==> config.mk <==
export PLATFORM = sky130hd
export DESIGN_NAME = mux_arbiter4
export DESIGN_NICKNAME = d
export VERILOG_FILES = /design/src/rtl/mux_arb_pkg.sv /design/src/rtl/rr_pick4.sv /design/src/rtl/mux_arbiter4.sv
export SDC_FILE = /design/constraint.sdc
export NUM_CORES = 1
export LEC_CHECK = 0
export ABC_AREA = 1
export BUFFER_PORTS_ARGS = -buffer_cell sky130_fd_sc_hd__buf_2
export CAP_MARGIN = 15
export CORE_AREA = 5 5 54 56
export DETAILED_ROUTE_END_ITERATION = 10
export DIE_AREA = 0 0 59 61
export PLACE_DENSITY_LB_ADDON = 0.2
export SLEW_MARGIN = 20
export SYNTH_ARGS = -nofsm -noshare
export SYNTH_HDL_FRONTEND = slang
export SYNTH_SLANG_ARGS = --single-unit
==> constraint.sdc <==
create_clock -name clk -period 2.1 [get_ports clk]
set_input_delay 0.525 -clock clk [delete_from_list [all_inputs] [get_ports clk]]
set_output_delay 0.525 -clock clk [all_outputs]
set_load 0.005 [all_outputs]
==> src/rtl/mux_arb_pkg.sv <==
// Shared types and constants for the four-requester mux arbiter.
package mux_arb_pkg;

   localparam int N_REQ = 4;
   localparam int SEL_W = 2;

   typedef enum logic {IDLE, BUSY} arb_state_t;
   typedef logic [N_REQ-1:0] req_vec_t;
   typedef logic [SEL_W-1:0] sel_t;

   function automatic req_vec_t onehot(input sel_t idx);
      req_vec_t vec;
      vec      = '0;
      vec[idx] = 1'b1;
      return vec;
   endfunction

endpackage

==> src/rtl/rr_pick4.sv <==
// Combinational round-robin picker: scans ptr+1, ptr+2, ptr+3, ptr and
// returns the first asserted request.
module rr_pick4
   import mux_arb_pkg::*;
(
   input  req_vec_t req,
   input  sel_t     ptr,
   output sel_t     winner,
   output logic     any
);

   sel_t idx;

   always_comb begin
      winner = ptr;
      any    = 1'b0;
      idx    = ptr;
      for (int k = 1; k <= N_REQ; k++) begin
         idx = ptr + SEL_W'(k);
         if (!any && req[idx]) begin
            winner = idx;
            any    = 1'b1;
         end
      end
   end

endmodule

==> src/rtl/mux_arbiter4.sv <==
// Round-robin arbiter owning the select lines of a shared 4:1 mux, with a
// bounded hold that forces rotation when other requesters are waiting.
module mux_arbiter4
   import mux_arb_pkg::*;
#(
   parameter int MAX_HOLD = 8
)
(
   input  logic             clk,
   input  logic             rst_n,
   input  logic [N_REQ-1:0] req,
   output logic [N_REQ-1:0] grant,
   output logic [SEL_W-1:0] selection,
   output logic             valid
);

   // valid marks ownership: while valid is high, grant is one-hot and
   // selection drives the mux. There is no ready; a requester keeps req high
   // until its grant bit appears and drops it to release the mux.

   localparam logic [7:0] HOLD_LAST = 8'(MAX_HOLD - 1);

   arb_state_t       state, state_nxt;
   sel_t             last, last_nxt;
   logic [7:0]       hold_cnt, hold_nxt;
   logic [N_REQ-1:0] grant_nxt;
   sel_t             sel_nxt;
   logic             valid_nxt;

   logic             owner_req;
   logic             others_any;
   logic             at_limit;
   logic             rotate;
   logic             take_new;
   req_vec_t         pick_req;
   sel_t             win;
   logic             win_any;

   assign owner_req  = req[selection];
   assign others_any = |(req & ~grant);
   assign at_limit   = (hold_cnt >= HOLD_LAST);
   assign rotate     = (state == BUSY) && owner_req && others_any && at_limit;
   // A forced rotation must skip the still-requesting owner.
   assign pick_req   = rotate ? (req & ~grant) : req;

   rr_pick4 u_pick (
      .req    (pick_req),
      .ptr    (last),
      .winner (win),
      .any    (win_any)
   );

   always_ff @(posedge clk or negedge rst_n) begin
      if (!rst_n) begin
         state     <= IDLE;
         last      <= 2'd3;
         hold_cnt  <= '0;
         grant     <= '0;
         selection <= '0;
         valid     <= 1'b0;
      end else begin
         state     <= state_nxt;
         last      <= last_nxt;
         hold_cnt  <= hold_nxt;
         grant     <= grant_nxt;
         selection <= sel_nxt;
         valid     <= valid_nxt;
      end
   end

   always_comb begin
      state_nxt = state;
      case (state)
         IDLE:    if (|req) state_nxt = BUSY;
         BUSY:    if (req == '0) state_nxt = IDLE;
         default: state_nxt = IDLE;
      endcase
   end

   always_comb begin
      grant_nxt = grant;
      sel_nxt   = selection;
      valid_nxt = valid;
      last_nxt  = last;
      hold_nxt  = hold_cnt;
      take_new  = 1'b0;
      case (state)
         IDLE: begin
            if (win_any) begin
               take_new = 1'b1;
            end else begin
               grant_nxt = '0;
               valid_nxt = 1'b0;
               hold_nxt  = '0;
            end
         end
         BUSY: begin
            if (req == '0) begin
               grant_nxt = '0;
               valid_nxt = 1'b0;
               hold_nxt  = '0;
            end else if (!owner_req || rotate) begin
               take_new = 1'b1;
            end else if (!at_limit) begin
               // Counts while alone too, saturating at the last allowed cycle.
               hold_nxt = hold_cnt + 8'd1;
            end
         end
         default: begin
            grant_nxt = '0;
            valid_nxt = 1'b0;
         end
      endcase
      if (take_new) begin
         grant_nxt = onehot(win);
         sel_nxt   = win;
         valid_nxt = 1'b1;
         last_nxt  = win;
         hold_nxt  = '0;
      end
   end

endmodule

# --- Word level (Yosys, flattened, before mapping) ---
# Cells that the tools add are included.
totals:
  regBits: 18
  latchBits: 0
  ram_bits: 0
  romBits: 0
  input_bits: 6
  output_inout_bits: 7
  memories: 0
op_classes:
  addsub: 4
  n_mul: 0
  div: 0
  magnitude_cmp: 8
  eq_ne: 4
  shift: 0
  n_mux: 42
  n_bitwise: 3
  reduce_logical: 17
ops:
  columns: ["cell", "n"]
  rows:
  - ["8-bit two-way mux", 5]
  - ["2-bit by 3-bit less-than comparator with 1-bit output (second input constant)", 6]
  - ["1-bit two-way mux", 18]
  - ["4-bit two-way mux", 4]
  - ["8-bit one-hot mux with 2 select lines", 1]
  - ["1-bit binary-select mux with 2-bit select", 5]
  - ["8-bit by 1-bit adder with 8-bit output (second input constant)", 1]
  - ["8-bit by 3-bit greater-or-equal comparator with 1-bit output (second input constant)", 1]
  - ["2-bit two-way mux", 4]
  - ["4-bit one-hot mux with 2 select lines", 1]
  - ["4-bit OR reduction", 2]
  - ["1-bit logical AND", 7]
  - ["1-bit one-hot mux with 2 select lines", 3]
  - ["2-bit adder (second input constant)", 2]
  - ["4-bit AND", 1]
  - ["1-bit zero test", 4]
  - ["4-bit zero test", 1]
  - ["4-bit by 2-bit inequality test with 1-bit output (second input constant)", 1]
  - ["4-bit inequality test (second input constant)", 1]
  - ["4-bit NOT", 1]
  - ["3-bit by 1-bit inequality test with 1-bit output (second input constant)", 1]
  - ["3-bit inequality test (second input constant)", 1]
  - ["3-bit AND reduction", 1]
  - ["2-bit by 1-bit adder with 2-bit output (second input constant)", 1]
  - ["5 further kinds", 5]

# --- Depth between registers and ports, before layout ---
# Gate-level depths: netlist of the first run.
logic_depth:
  word_depth: 23
  ltp_mapped: 18

# --- Cells and area by module ---
# From an unflattened synthesis of the first run, not the netlist that was laid out.
unflattened:
  hier_cells: 158
  hier_area_um2: 1191.1
by_module_without_submodules:
  columns: ["mod", "instances", "cells_each", "area_each_um2"]
  rows:
  - ["mux_arbiter4", 1, 112, 959.7]
  - ["rr_pick4", 1, 46, 231.5]

# --- Least setup slack after synthesis of the first run ---
# Ideal clock, no wire load.
synth_timing:
  kind: "register to register"
  from: "register hold_cnt[0]"
  to: "register selection[1]"
  setup_ps: 121
  arrival_ps: 1701
  required_time_ps: 1979
  slack_ps: 278
  stages_incl_launch_ff: 18
  n_path_buf: 0
  period_less_slack_ps: 1822
  path_cell_list: "dfrtp_1 ha_1 nand2_1 nand2_2 nor2_4 nor2_4 nand3_4 nand2_1 nand3_1 nand3_1 nand2_1 nor2_1 nand2_1 nand2_1 nand2_2 nand2_4 nand2_2 o21ai_1"
synth_between:
  elab_chain_len: 17
  word_cells_on_any_way: 30
  classes_between: "1 x order compare; 21 x mux; 8 x reduce/logical"
synth_rtl:
  columns: ["element", "line_no", "rtl"]
  rows:
  - ["start, declared", "mux_arbiter4.sv:25", "logic [7:0] hold_cnt, hold_nxt;"]
  - ["start signal, assigned", "mux_arbiter4.sv:64", "hold_cnt <= hold_nxt;"]
  - ["8-bit by 3-bit greater-or-equal comparator with 1-bit output *", "mux_arbiter4.sv:41", "assign at_limit = (hold_cnt >= HOLD_LAST);"]
  - ["1-bit logical AND *", "mux_arbiter4.sv:42", "assign rotate = (state == BUSY) && owner_req && others_any && at_limit;"]
  - ["4-bit two-way mux", "mux_arbiter4.sv:44", "assign pick_req = rotate ? (req & ~grant) : req;"]
  - ["1-bit binary-select mux with 2-bit select", "rr_pick4.sv:20", "if (!any && req[idx]) begin"]
  - ["1-bit two-way mux (implied by the code)", "rr_pick4.sv:20", null]
  - ["1-bit two-way mux", "rr_pick4.sv:20", null]
  - ["1-bit zero test", "rr_pick4.sv:20", null]
  - ["1-bit logical AND", "rr_pick4.sv:20", null]
  - ["1-bit two-way mux", "rr_pick4.sv:20", null]
  - ["1-bit zero test", "rr_pick4.sv:20", null]
  - ["1-bit logical AND", "rr_pick4.sv:20", null]
  - ["1-bit two-way mux", "rr_pick4.sv:20", null]
  - ["1-bit zero test", "rr_pick4.sv:20", null]
  - ["1-bit logical AND", "rr_pick4.sv:20", null]
  - ["1-bit two-way mux", "rr_pick4.sv:20", null]
  - ["1-bit two-way mux", "mux_arbiter4.sv:89", "if (win_any) begin"]
  - ["1-bit one-hot mux with 2 select lines", "mux_arbiter4.sv:87", "case (state)"]
  - ["end signal, assigned", "mux_arbiter4.sv:66", "selection <= sel_nxt;"]
  - ["end, declared", "mux_arbiter4.sv:13", "output logic [SEL_W-1:0] selection,"]
# Mark *: on every way between the ends. The rest lies on a longest branch, timed or not. The select of a mux whose other input is x is not followed.
# A chain may end at the register's enable or synchronous reset.

# --- Worst setup path in the final report of the first run ---
layout_timing:
  from: "register hold_cnt[1]"
  to: "register grant[2]"
layout_between:
  elab_chain_len: 20
  word_cells_on_any_way: 39
  classes_between: "3 x order compare; 2 x eq/ne; 24 x mux; 10 x reduce/logical"
layout_rtl:
  columns: ["element", "line_no", "rtl"]
  rows:
  - ["8-bit by 3-bit greater-or-equal comparator with 1-bit output *", "mux_arbiter4.sv:41", null]
  - ["1-bit logical AND *", "mux_arbiter4.sv:42", null]
  - ["4-bit two-way mux", "mux_arbiter4.sv:44", null]
  - ["1-bit binary-select mux with 2-bit select", "rr_pick4.sv:20", null]
  - ["1-bit two-way mux (implied by the code)", "rr_pick4.sv:20", null]
  - ["1-bit two-way mux", "rr_pick4.sv:20", null]
  - ["1-bit zero test", "rr_pick4.sv:20", null]
  - ["1-bit logical AND", "rr_pick4.sv:20", null]
  - ["[4 not listed]", null, null]
  - ["1-bit zero test", "rr_pick4.sv:20", null]
  - ["1-bit logical AND", "rr_pick4.sv:20", null]
  - ["2-bit two-way mux", "rr_pick4.sv:20", null]
  - ["2-bit by 3-bit less-than comparator with 1-bit output (implied by the code) or 2-bit by 1-bit greater-or-equal comparator with 1-bit output (tied branches)", "mux_arb_pkg.sv:14", "vec[idx] = 1'b1;"]
  - ["1-bit logical AND (implied by the code)", "mux_arb_pkg.sv:14", null]
  - ["1-bit two-way mux (implied by the code)", "mux_arb_pkg.sv:14", null]
  - ["1-bit demux with 2-bit select", "mux_arb_pkg.sv:14", null]
  - ["4-bit two-way mux", "mux_arbiter4.sv:114", "if (take_new) begin"]
  - ["end signal, assigned", "mux_arbiter4.sv:65", "grant <= grant_nxt;"]
  - ["end, declared", "mux_arbiter4.sv:12", "output logic [N_REQ-1:0] grant,"]
# Marks and branches as above.

==> results.sh, run 1 <==
export IMPL_status="finished, final reports clean"
export IMPL_hold_buffers=0
export IMPL_report_final_slew_viol_count=0
export IMPL_fin_util_pct=54.30
export IMPL_initial_core_util_pct=42.98
export IMPL_die_width_um=59
export IMPL_ys_types=22
export IMPL_all_layer_gr_usage_pct=14.25
export IMPL_drt_pass1_iterations=4
export IMPL_synthesis_yosys_warnings=0
export IMPL_initial_antenna_violation_count=0
export IMPL_clk_pin_slew_ns=0.10
export IMPL_synthTopCellsByArea="sky130_fd_sc_hd__dfrtp_1 (39%), sky130_fd_sc_hd__nand2_1 (13%), sky130_fd_sc_hd__nand3_1 (10%)"
export IMPL_critical_path_startpoint="hold_cnt[1]$_DFFE_PN0P_"
export IMPL_synth_top_area_share_pct=39.02
export IMPL_dpl_instance_area_mm2=0.001136
export IMPL_floorplan_die_area_mm2=0.003599
export IMPL_critical_path_cell_count=17
export IMPL_grt_start_max_net_pins=19
export IMPL_timing_critical_path_slowest_cell_delay_ns=0.42
export IMPL_rows=18
export IMPL_wirelength_um=2386
export IMPL_path_class="reg -> reg"
export IMPL_top_level_ports=13
export IMPL_setup_repair_after_global_routing_missed_its_margin="true"
export IMPL_synth_largest_area_cell="sky130_fd_sc_hd__dfrtp_1"
export IMPL_netlist_area_mm2=0.001026
export IMPL_core_area_mm2=0.002387
export IMPL_setup_worst_path_start_class="register"
export IMPL_critical_path_slowest_cell="sky130_fd_sc_hd__dfrtp_1"
export IMPL_clock_tree_from_tritoncts="built"
export IMPL_grt_pass1_vias=897
export IMPL_path_cells="ha_2 > nand2_2 > nand2_2 > nor2_4 > nor2_4 > nand3_4 > nand2_4 > nand3_2 > nand3_2 > nand2_2 > inv_1 > nand2_2 > nand2_2 > nand2_2 > inv_1 > nand3_1 > nand2_1"
export IMPL_port_buffer_count=12
export IMPL_clock_root_buffer="sky130_fd_sc_hd__clkbuf_4"
export IMPL_grt_first_pass_wirelength_um=3870
export IMPL_tritoncts_num_sinks=18
export IMPL_area_of_the_multi_input_gates_um2=574.3
export IMPL_worst_slew_pin_transition_ns=0.3940
export IMPL_antenna_diode_count=0
export IMPL_postLayoutCellArea_mm2=0.001296
export IMPL_post_dp_hpwl_um=1691
export IMPL_drt_first_iter_violations=45
export IMPL_n_fill_cell=248
export IMPL_timing_rr_end="grant[2]$_DFFE_PN0P_"
export IMPL_cp_end_kind="register"
export IMPL_gp_routability_congestion=0.7928
export IMPL_power_ir_vdd_worst_v=0.0009327
export IMPL_crit_fanout=5
export IMPL_pwr_density_cell_mw_per_mm2=1482
export IMPL_post_route_min_period_ns=1.990
export IMPL_avgRoutedWirePerCell_um=12.69
export IMPL_cts_max_level=1
export IMPL_synthCells=137
export IMPL_syn_avg_cell_area_um2=7.489
export IMPL_crit_family="simple AND/OR/NAND/NOR gates"
export IMPL_final_global_route_overflow_total=0
export IMPL_clk_insertion_delay_late_ns=0.30
export IMPL_postRouteAntennaNets=0
export IMPL_via_per_inst=5.016
export IMPL_maxClockFrequency_mhz=502.6
export IMPL_post_route_drc_count=0
export IMPL_critical_path_buf_inv_count=2
export IMPL_seqCellArea_um2=452.9
export IMPL_synth_seq_cells=18
export IMPL_cts_made_buffers=3
export IMPL_critPathArrivalTime_ns=2.19
export IMPL_dieHeight_um=61
export IMPL_clock_skew_final_ns=0.003351
export IMPL_drive_above_1_share_pct=37.97
export IMPL_min_path_type="in -> async"
export IMPL_nets=166
export IMPL_ff2ff_setup_slack_ns=0.11
export IMPL_slew_headroom_pct=73.73
export IMPL_worst_r2r_startpoint="hold_cnt[1]$_DFFE_PN0P_"
export IMPL_setup_viol=0
export IMPL_hold_violations=0
export IMPL_cell_seen_most_often_among_critical_path_stages="sky130_fd_sc_hd__nand2_2"
export IMPL_fin_crit_sh_pct=94.75
export IMPL_cts_max_path_buffers=2
export IMPL_vias=943
export IMPL_critical_path_required_ns=2.30
export IMPL_power_static_leakage_nw=0.6706
export IMPL_yosysSeqAreaShare_pct=44.15
export IMPL_area_growth_synth_to_final_pct=26.34
export IMPL_r2r_cells=17
export IMPL_net_count_synth=144
export IMPL_maxCapViolCount=0
==> cell usage in the layout, fill, tap and decap left out, drive strengths merged <==
cell and n:
nand4 1, a41oi 1, dfrtp 16, nor4 1, ha 1, inv 22, nand2 43, a31oi 1
nor2 13, nand3 22, a21oi 2, buf 19, xnor2 1, a21o 1, xor2 1, clkbuf 4
dfstp 2, o21ai 7
==> sequential cells by signal, indices dropped and copies added (netlist names) <==
name and flops:
grant 4, hold_cnt 8, last 2, selection 2, state 1, valid 1
==> where the power goes <==
group          internal (W)  switching (W)  leakage (nW)
sequential         0.000462      0.0000978         0.226
clock              0.000106       0.000111        0.0210
combinational      0.000431       0.000714         0.424
total              0.000998       0.000923         0.671
==> worst register-to-register path, stage by stage, from the launching register on <==
cell                      delay, ns
sky130_fd_sc_hd__dfrtp_1       0.42
sky130_fd_sc_hd__ha_2          0.20
sky130_fd_sc_hd__nand2_2       0.07
sky130_fd_sc_hd__nand2_2       0.07
sky130_fd_sc_hd__nor2_4        0.16
sky130_fd_sc_hd__nor2_4        0.05
sky130_fd_sc_hd__nand3_4       0.10
sky130_fd_sc_hd__nand2_4       0.07
sky130_fd_sc_hd__nand3_2       0.09
sky130_fd_sc_hd__nand3_2       0.09
sky130_fd_sc_hd__nand2_2       0.10
sky130_fd_sc_hd__inv_1         0.08
sky130_fd_sc_hd__nand2_2       0.07
sky130_fd_sc_hd__nand2_2       0.05
sky130_fd_sc_hd__nand2_2       0.10
sky130_fd_sc_hd__inv_1         0.04
sky130_fd_sc_hd__nand3_1       0.07
sky130_fd_sc_hd__nand2_1       0.05
==> how the worst max path moves through the flow <==
| stage | to |
|---|---|
| floorplan | selection[1]$_DFFE_PN0P_ |
| global placement | grant[2]$_DFFE_PN0P_ |
| detailed placement | selection[1]$_DFFE_PN0P_ |
| CTS | last[1]$_DFFE_PN1P_ |
| global route | grant[2]$_DFFE_PN0P_ |
| finish | grant[2]$_DFFE_PN0P_ |
==> timing repair <==
item | in CTS | in global routing
gates resized for setup | 0 | 26
setup buffers | 0 | 4
setup endpoints to repair | 0 | 8
==> cell type report <==
cell class	count	area share [%]
inverters	22	6.371
well taps	30	2.896
multi-input cells	95	44.31
clock buffers	4	2.799
repair buffers	19	8.687
flip-flops and latches	18	34.94
==> synth_stat cells (all sizes together) <==
cell type and number:
nand2 43, dfstp 2, nand3 22, a21o 1, dfrtp 16, a31oi 1
a41oi 1, o21ai 7, a21oi 2, nand4 1, nor2 13, xnor2 1
buf 2, inv 22, nor4 1, xor2 1, ha 1
==> logic make-up after synthesis <==
| kind of cell | synth area share, % |
|---|---|
| AOI/OAI and AO/OA | 6.586 |
| DFF | 44.15 |
| xor gates and xnor gates | 1.708 |
| buffers and inverters | 9.025 |
| adders and majority gates | 1.219 |
| and+or+nand+nor | 37.32 |
==> per-stage QoR <==
stage | total power, W | setup WS, ns | hold slack (ns) | std cells | TNS (ns)
after floorplan | 0.001267 | 0.2777 | 0.2294 | 137 | 0
after global placement | 0.001495 | 0.08891 | 0.4578 | 180 | 0
after detailed placement | 0.001515 | 0.04057 | 0.4798 | 180 | 0
after CTS | 0.001735 | 0.02025 | 0.1485 | 184 | 0
after global routing | 0.002126 | -0.07586 | 0.1546 | 188 | -0.3919
final | 0.001921 | 0.1102 | 0.1270 | 188 | 0
==> routing by layer <==
metal	vias to the layer above	part of all wire (%)	GRT usage [%]
met5	-	0	0
met2	12	48	24.45
met1	454	47	17.59
met4	0	2.1	6.796
met3	5	2.8	2.128
li1	472	-	-
Power figures use the tool's default switching activity.
==> run 2, diff against run 1 <==
ABC_AREA = unset   (was 1)
CORE_AREA = 2 2 50 52   (was 5 5 54 56)
DIE_AREA = 0 0 52 54   (was 0 0 59 61)
clock period = 1.8 ns   (was 2.1 ns; I/O delays follow)
==> run 2 against run 1 <==
Count of clock-buffer cells in the layout is the same. Fmax grew 2.2%. Sequential share of layout area is 2.6 points lower. Area after synthesis down 4.0%. The flow now finishes with violations (negative setup slack). Register-to-register slack worse by 0.26 ns. Sequential power increased by 14%. Combinational power hardly changed. Power grew 5.3%. Via count down 8.3%. Largest cell class unchanged. Final area up 8.3%. Flip-flop and latch count did not move. Worst setup slack lost 0.26 ns.
==> results.sh, run 2 <==
export IMPL_critical_path_endpoint="grant[3]$_DFFE_PN0P_"
export IMPL_nets=136
export IMPL_grt_pass1_vias=868
export IMPL_routed_wl_met2_um=1243
export IMPL_floorplan_die_area_mm2=0.002808
export IMPL_post_dp_hpwl_um=1726
export IMPL_wirelength_um=2318
export IMPL_worst_r2r_startpoint="selection[1]$_DFFE_PN0P_"
export IMPL_layout_common_cells="sky130_fd_sc_hd__buf_4 (20), sky130_fd_sc_hd__dfrtp_1 (15), sky130_fd_sc_hd__buf_2 (12)"
export IMPL_cts_max_level=1
export IMPL_die_width_um=52
export IMPL_initial_antenna_violation_count=0
export IMPL_asyncSetResetFlopFracSynth_pct=100.0
export IMPL_critPathArrivalTime_ns=2.14
export IMPL_final_global_route_overflow_total=0
export IMPL_post_route_drc_count=0
export IMPL_largest_registers_ranked_by_flip_flop_count="hold_cnt x8, grant x4"
export IMPL_most_used_standard_cell_by_instance_count_after_synthesis="sky130_fd_sc_hd__dfrtp_1"
export IMPL_timing_rr_end="grant[3]$_DFFE_PN0P_"
export IMPL_clock_root_buffer="sky130_fd_sc_hd__clkbuf_4"
export IMPL_postLayoutCellArea_mm2=0.001404
export IMPL_critical_path_startpoint="selection[1]$_DFFE_PN0P_"
export IMPL_synthTopCellsByArea="sky130_fd_sc_hd__dfrtp_1 (41%), sky130_fd_sc_hd__dfstp_2 (5.3%), sky130_fd_sc_hd__a41oi_1 (5.3%)"
export IMPL_cts_made_buffers=3
export IMPL_leading_cell_type_in_the_layout_fill_and_taps_excluded="sky130_fd_sc_hd__buf_4"
export IMPL_setup_ws_ns=-0.1477
export IMPL_drt_pass1_iterations=4
export IMPL_slew_headroom_pct=73.63
export IMPL_yosysSeqAreaShare_pct=46.00
export IMPL_core_area_mm2=0.002320
export IMPL_seqCellArea_um2=454.2
export IMPL_post_layout_nonfiller_instances=158
export IMPL_setup_worst_path_start_class="register"
export IMPL_clock_tree_from_tritoncts="built"
export IMPL_fin_util_pct=60.52
export IMPL_failed_checks="negative setup slack"
export IMPL_pwr_density_cell_mw_per_mm2=1441
export IMPL_clk_insertion_delay_late_ns=0.30
export IMPL_status="finished, violations left"
export IMPL_vias=865
export IMPL_netlist_area_um2=984.7
export IMPL_hold_violations=0
export IMPL_largest_register="hold_cnt"
export IMPL_fin_crit_sh_pct=108.2
export IMPL_n_fill_cell=182
export IMPL_r2r_cells=6
export IMPL_area_growth_synth_to_final_pct=42.57
export IMPL_syn_avg_cell_area_um2=10.94
export IMPL_tritoncts_num_sinks=18
export IMPL_ys_types=33
export IMPL_setup_viol=8
export IMPL_cell_types_with_the_highest_counts_after_synthesis="sky130_fd_sc_hd__dfrtp_1 (16), sky130_fd_sc_hd__nand2_1 (9), sky130_fd_sc_hd__a41oi_1 (6), sky130_fd_sc_hd__nor2_1 (6)"
export IMPL_antenna_diode_count=0
export IMPL_initial_core_util_pct=42.45
export IMPL_via_per_inst=5.475
export IMPL_share_seq_of_total_power_pct=31.4
export IMPL_internal_power_w=0.001239
export IMPL_grt_start_max_net_pins=19
export IMPL_setup_repair_after_global_routing_missed_its_margin="true"
export IMPL_min_path_type="in -> async"
export IMPL_power_static_leakage_nw=0.6172
export IMPL_avgRoutedWirePerCell_um=14.67
export IMPL_net_count_synth=97
export IMPL_all_layer_gr_usage_pct=18.54
export IMPL_report_final_slew_viol_count=0
export IMPL_grt_first_pass_wirelength_um=3726
export IMPL_clk_pin_slew_ns=0.10
export IMPL_port_buffer_count=12
export IMPL_route_layer_met1_wl_um=968
export IMPL_postRouteAntennaNets=0
export IMPL_synth_seq_cells=18
export IMPL_rows=18
export IMPL_power_net_switching_w=0.0007847
export IMPL_synthCells=90
export IMPL_cp_end_kind="register"
export IMPL_switching_share_pct=38.78
export IMPL_maxClockFrequency_mhz=513.4
export IMPL_top_layer_used="met4"
export IMPL_critical_path_required_ns=1.99
export IMPL_post_route_min_period_ns=1.948
export IMPL_dpl_instance_area_mm2=0.001240
export IMPL_synth_largest_area_cell="sky130_fd_sc_hd__dfrtp_1"
export IMPL_clock_power_share_pct=12.3
export IMPL_power_ir_vdd_worst_v=0.001142
export IMPL_top_level_ports=13
export IMPL_synthFlopType="sky130_fd_sc_hd__dfrtp_1"
export IMPL_drt_first_iter_violations=18
export IMPL_synthesis_yosys_warnings=0
export IMPL_clock_skew_final_ns=0.003908
export IMPL_dieHeight_um=54
export IMPL_area_of_the_multi_input_gates_um2=635.6
export IMPL_maxCapViolCount=0
export IMPL_totalNegativeSetupSlack_ns=-0.7603
export IMPL_cts_max_path_buffers=2
export IMPL_synth_top_area_share_pct=40.66
export IMPL_cell_count_after_placement=151
export IMPL_wl_met3_um=80
export IMPL_largest_register_ffs=8
export IMPL_path_class="reg -> reg"
export IMPL_crit_fanout=4
export IMPL_hold_buffers=0
export IMPL_combPwrFrac_pct=56.3
export IMPL_worst_slew_pin_transition_ns=0.3955
export IMPL_drive_above_1_share_pct=53.13
export IMPL_ff2ff_setup_slack_ns=-0.15
export IMPL_gp_routability_congestion=0.8171
export IMPL_synth_enable_flop_cells=0
run 2: how the worst min path moves through the flow:
stage | startpoint | to | slack (ns)
6_report | rst_n | hold_cnt[3]$_DFFE_PN0P_ | 0.06
5_1_grt | rst_n | hold_cnt[6]$_DFFE_PN0P_ | 0.08
4_1_cts | rst_n | hold_cnt[2]$_DFFE_PN0P_ | 0.06
3_5_place_dp | rst_n | hold_cnt[6]$_DFFE_PN0P_ | 0.40
3_3_place_gp | rst_n | hold_cnt[6]$_DFFE_PN0P_ | 0.41
2_1_floorplan | rst_n | grant[0]$_DFFE_PN0P_ | 0.15
run 2: through the flow:
| stage | hold WS [ns] | worst slack, ns | power (W) |
|---|---|---|---|
| finish | 0.05726 | -0.1477 | 0.002023 |
| global route | 0.07554 | -0.2280 | 0.002170 |
| CTS | 0.06258 | -0.1356 | 0.001997 |
| detailed placement | 0.4001 | -0.2561 | 0.001573 |
| global placement | 0.4063 | -0.2273 | 0.001562 |
| floorplan | 0.1544 | 0.001036 | 0.001168 |
run 2: what timing repair did:
action / in CTS / in global routing
endpoints found under the setup margin: 8 / 9
pin swaps: 9 / 8
setup buffers: 1 / 1
gates cloned: 1 / 0
hold endpoints to repair: 0 / 0
resized for setup: 15 / 3
run 2: power by group through the flow:
stage               registers (W)  clock network [W]  logic (W)
finish                   0.000635           0.000250    0.00114
detailed placement       0.000627                  0   0.000947
global route             0.000654           0.000276    0.00124
floorplan                0.000638                  0   0.000530
CTS                      0.000636           0.000261    0.00110
global placement         0.000624                  0   0.000938
run 2: worst max-delay path, cell delays in order (launching register included):
cell                      delay, ns
sky130_fd_sc_hd__dfrtp_2       0.48
sky130_fd_sc_hd__mux2i_4       0.22
sky130_fd_sc_hd__o22ai_4       0.22
sky130_fd_sc_hd__a41oi_2       0.15
sky130_fd_sc_hd__or3_4         0.44
sky130_fd_sc_hd__o31a_1        0.14
sky130_fd_sc_hd__a22o_1        0.19
run 2: per-layer routing:
metal / vias to the layer above / GRT usage [%]
met5: - / 0
met1: 420 / 21.80
met3: 2 / 2.778
met2: 25 / 32.49
li1: 418 / -
met4: 0 / 10.09
run 2: logic make-up after synthesis:
group / count (synthesis) / share of synthesized area [%]
AO/OA/AOI/OAI: 30 / 27.45
XOR/XNOR: 1 / 0.8896
adder cells (fa/ha/maj): 1 / 1.270
buffers and inverters: 5 / 1.906
flip-flops: 18 / 46.00
multiplexers: 2 / 2.033
AND/OR/NAND/NOR: 33 / 20.46
run 2: cell type report:
cell class | instances | share of cell area, %
Clock buffer | 4 | 2.585
Inverter | 5 | 1.337
Multi-Input combinational cell | 68 | 45.28
Sequential cell | 18 | 32.35
Tap cell | 30 | 2.674
Timing Repair Buffer | 33 | 15.78
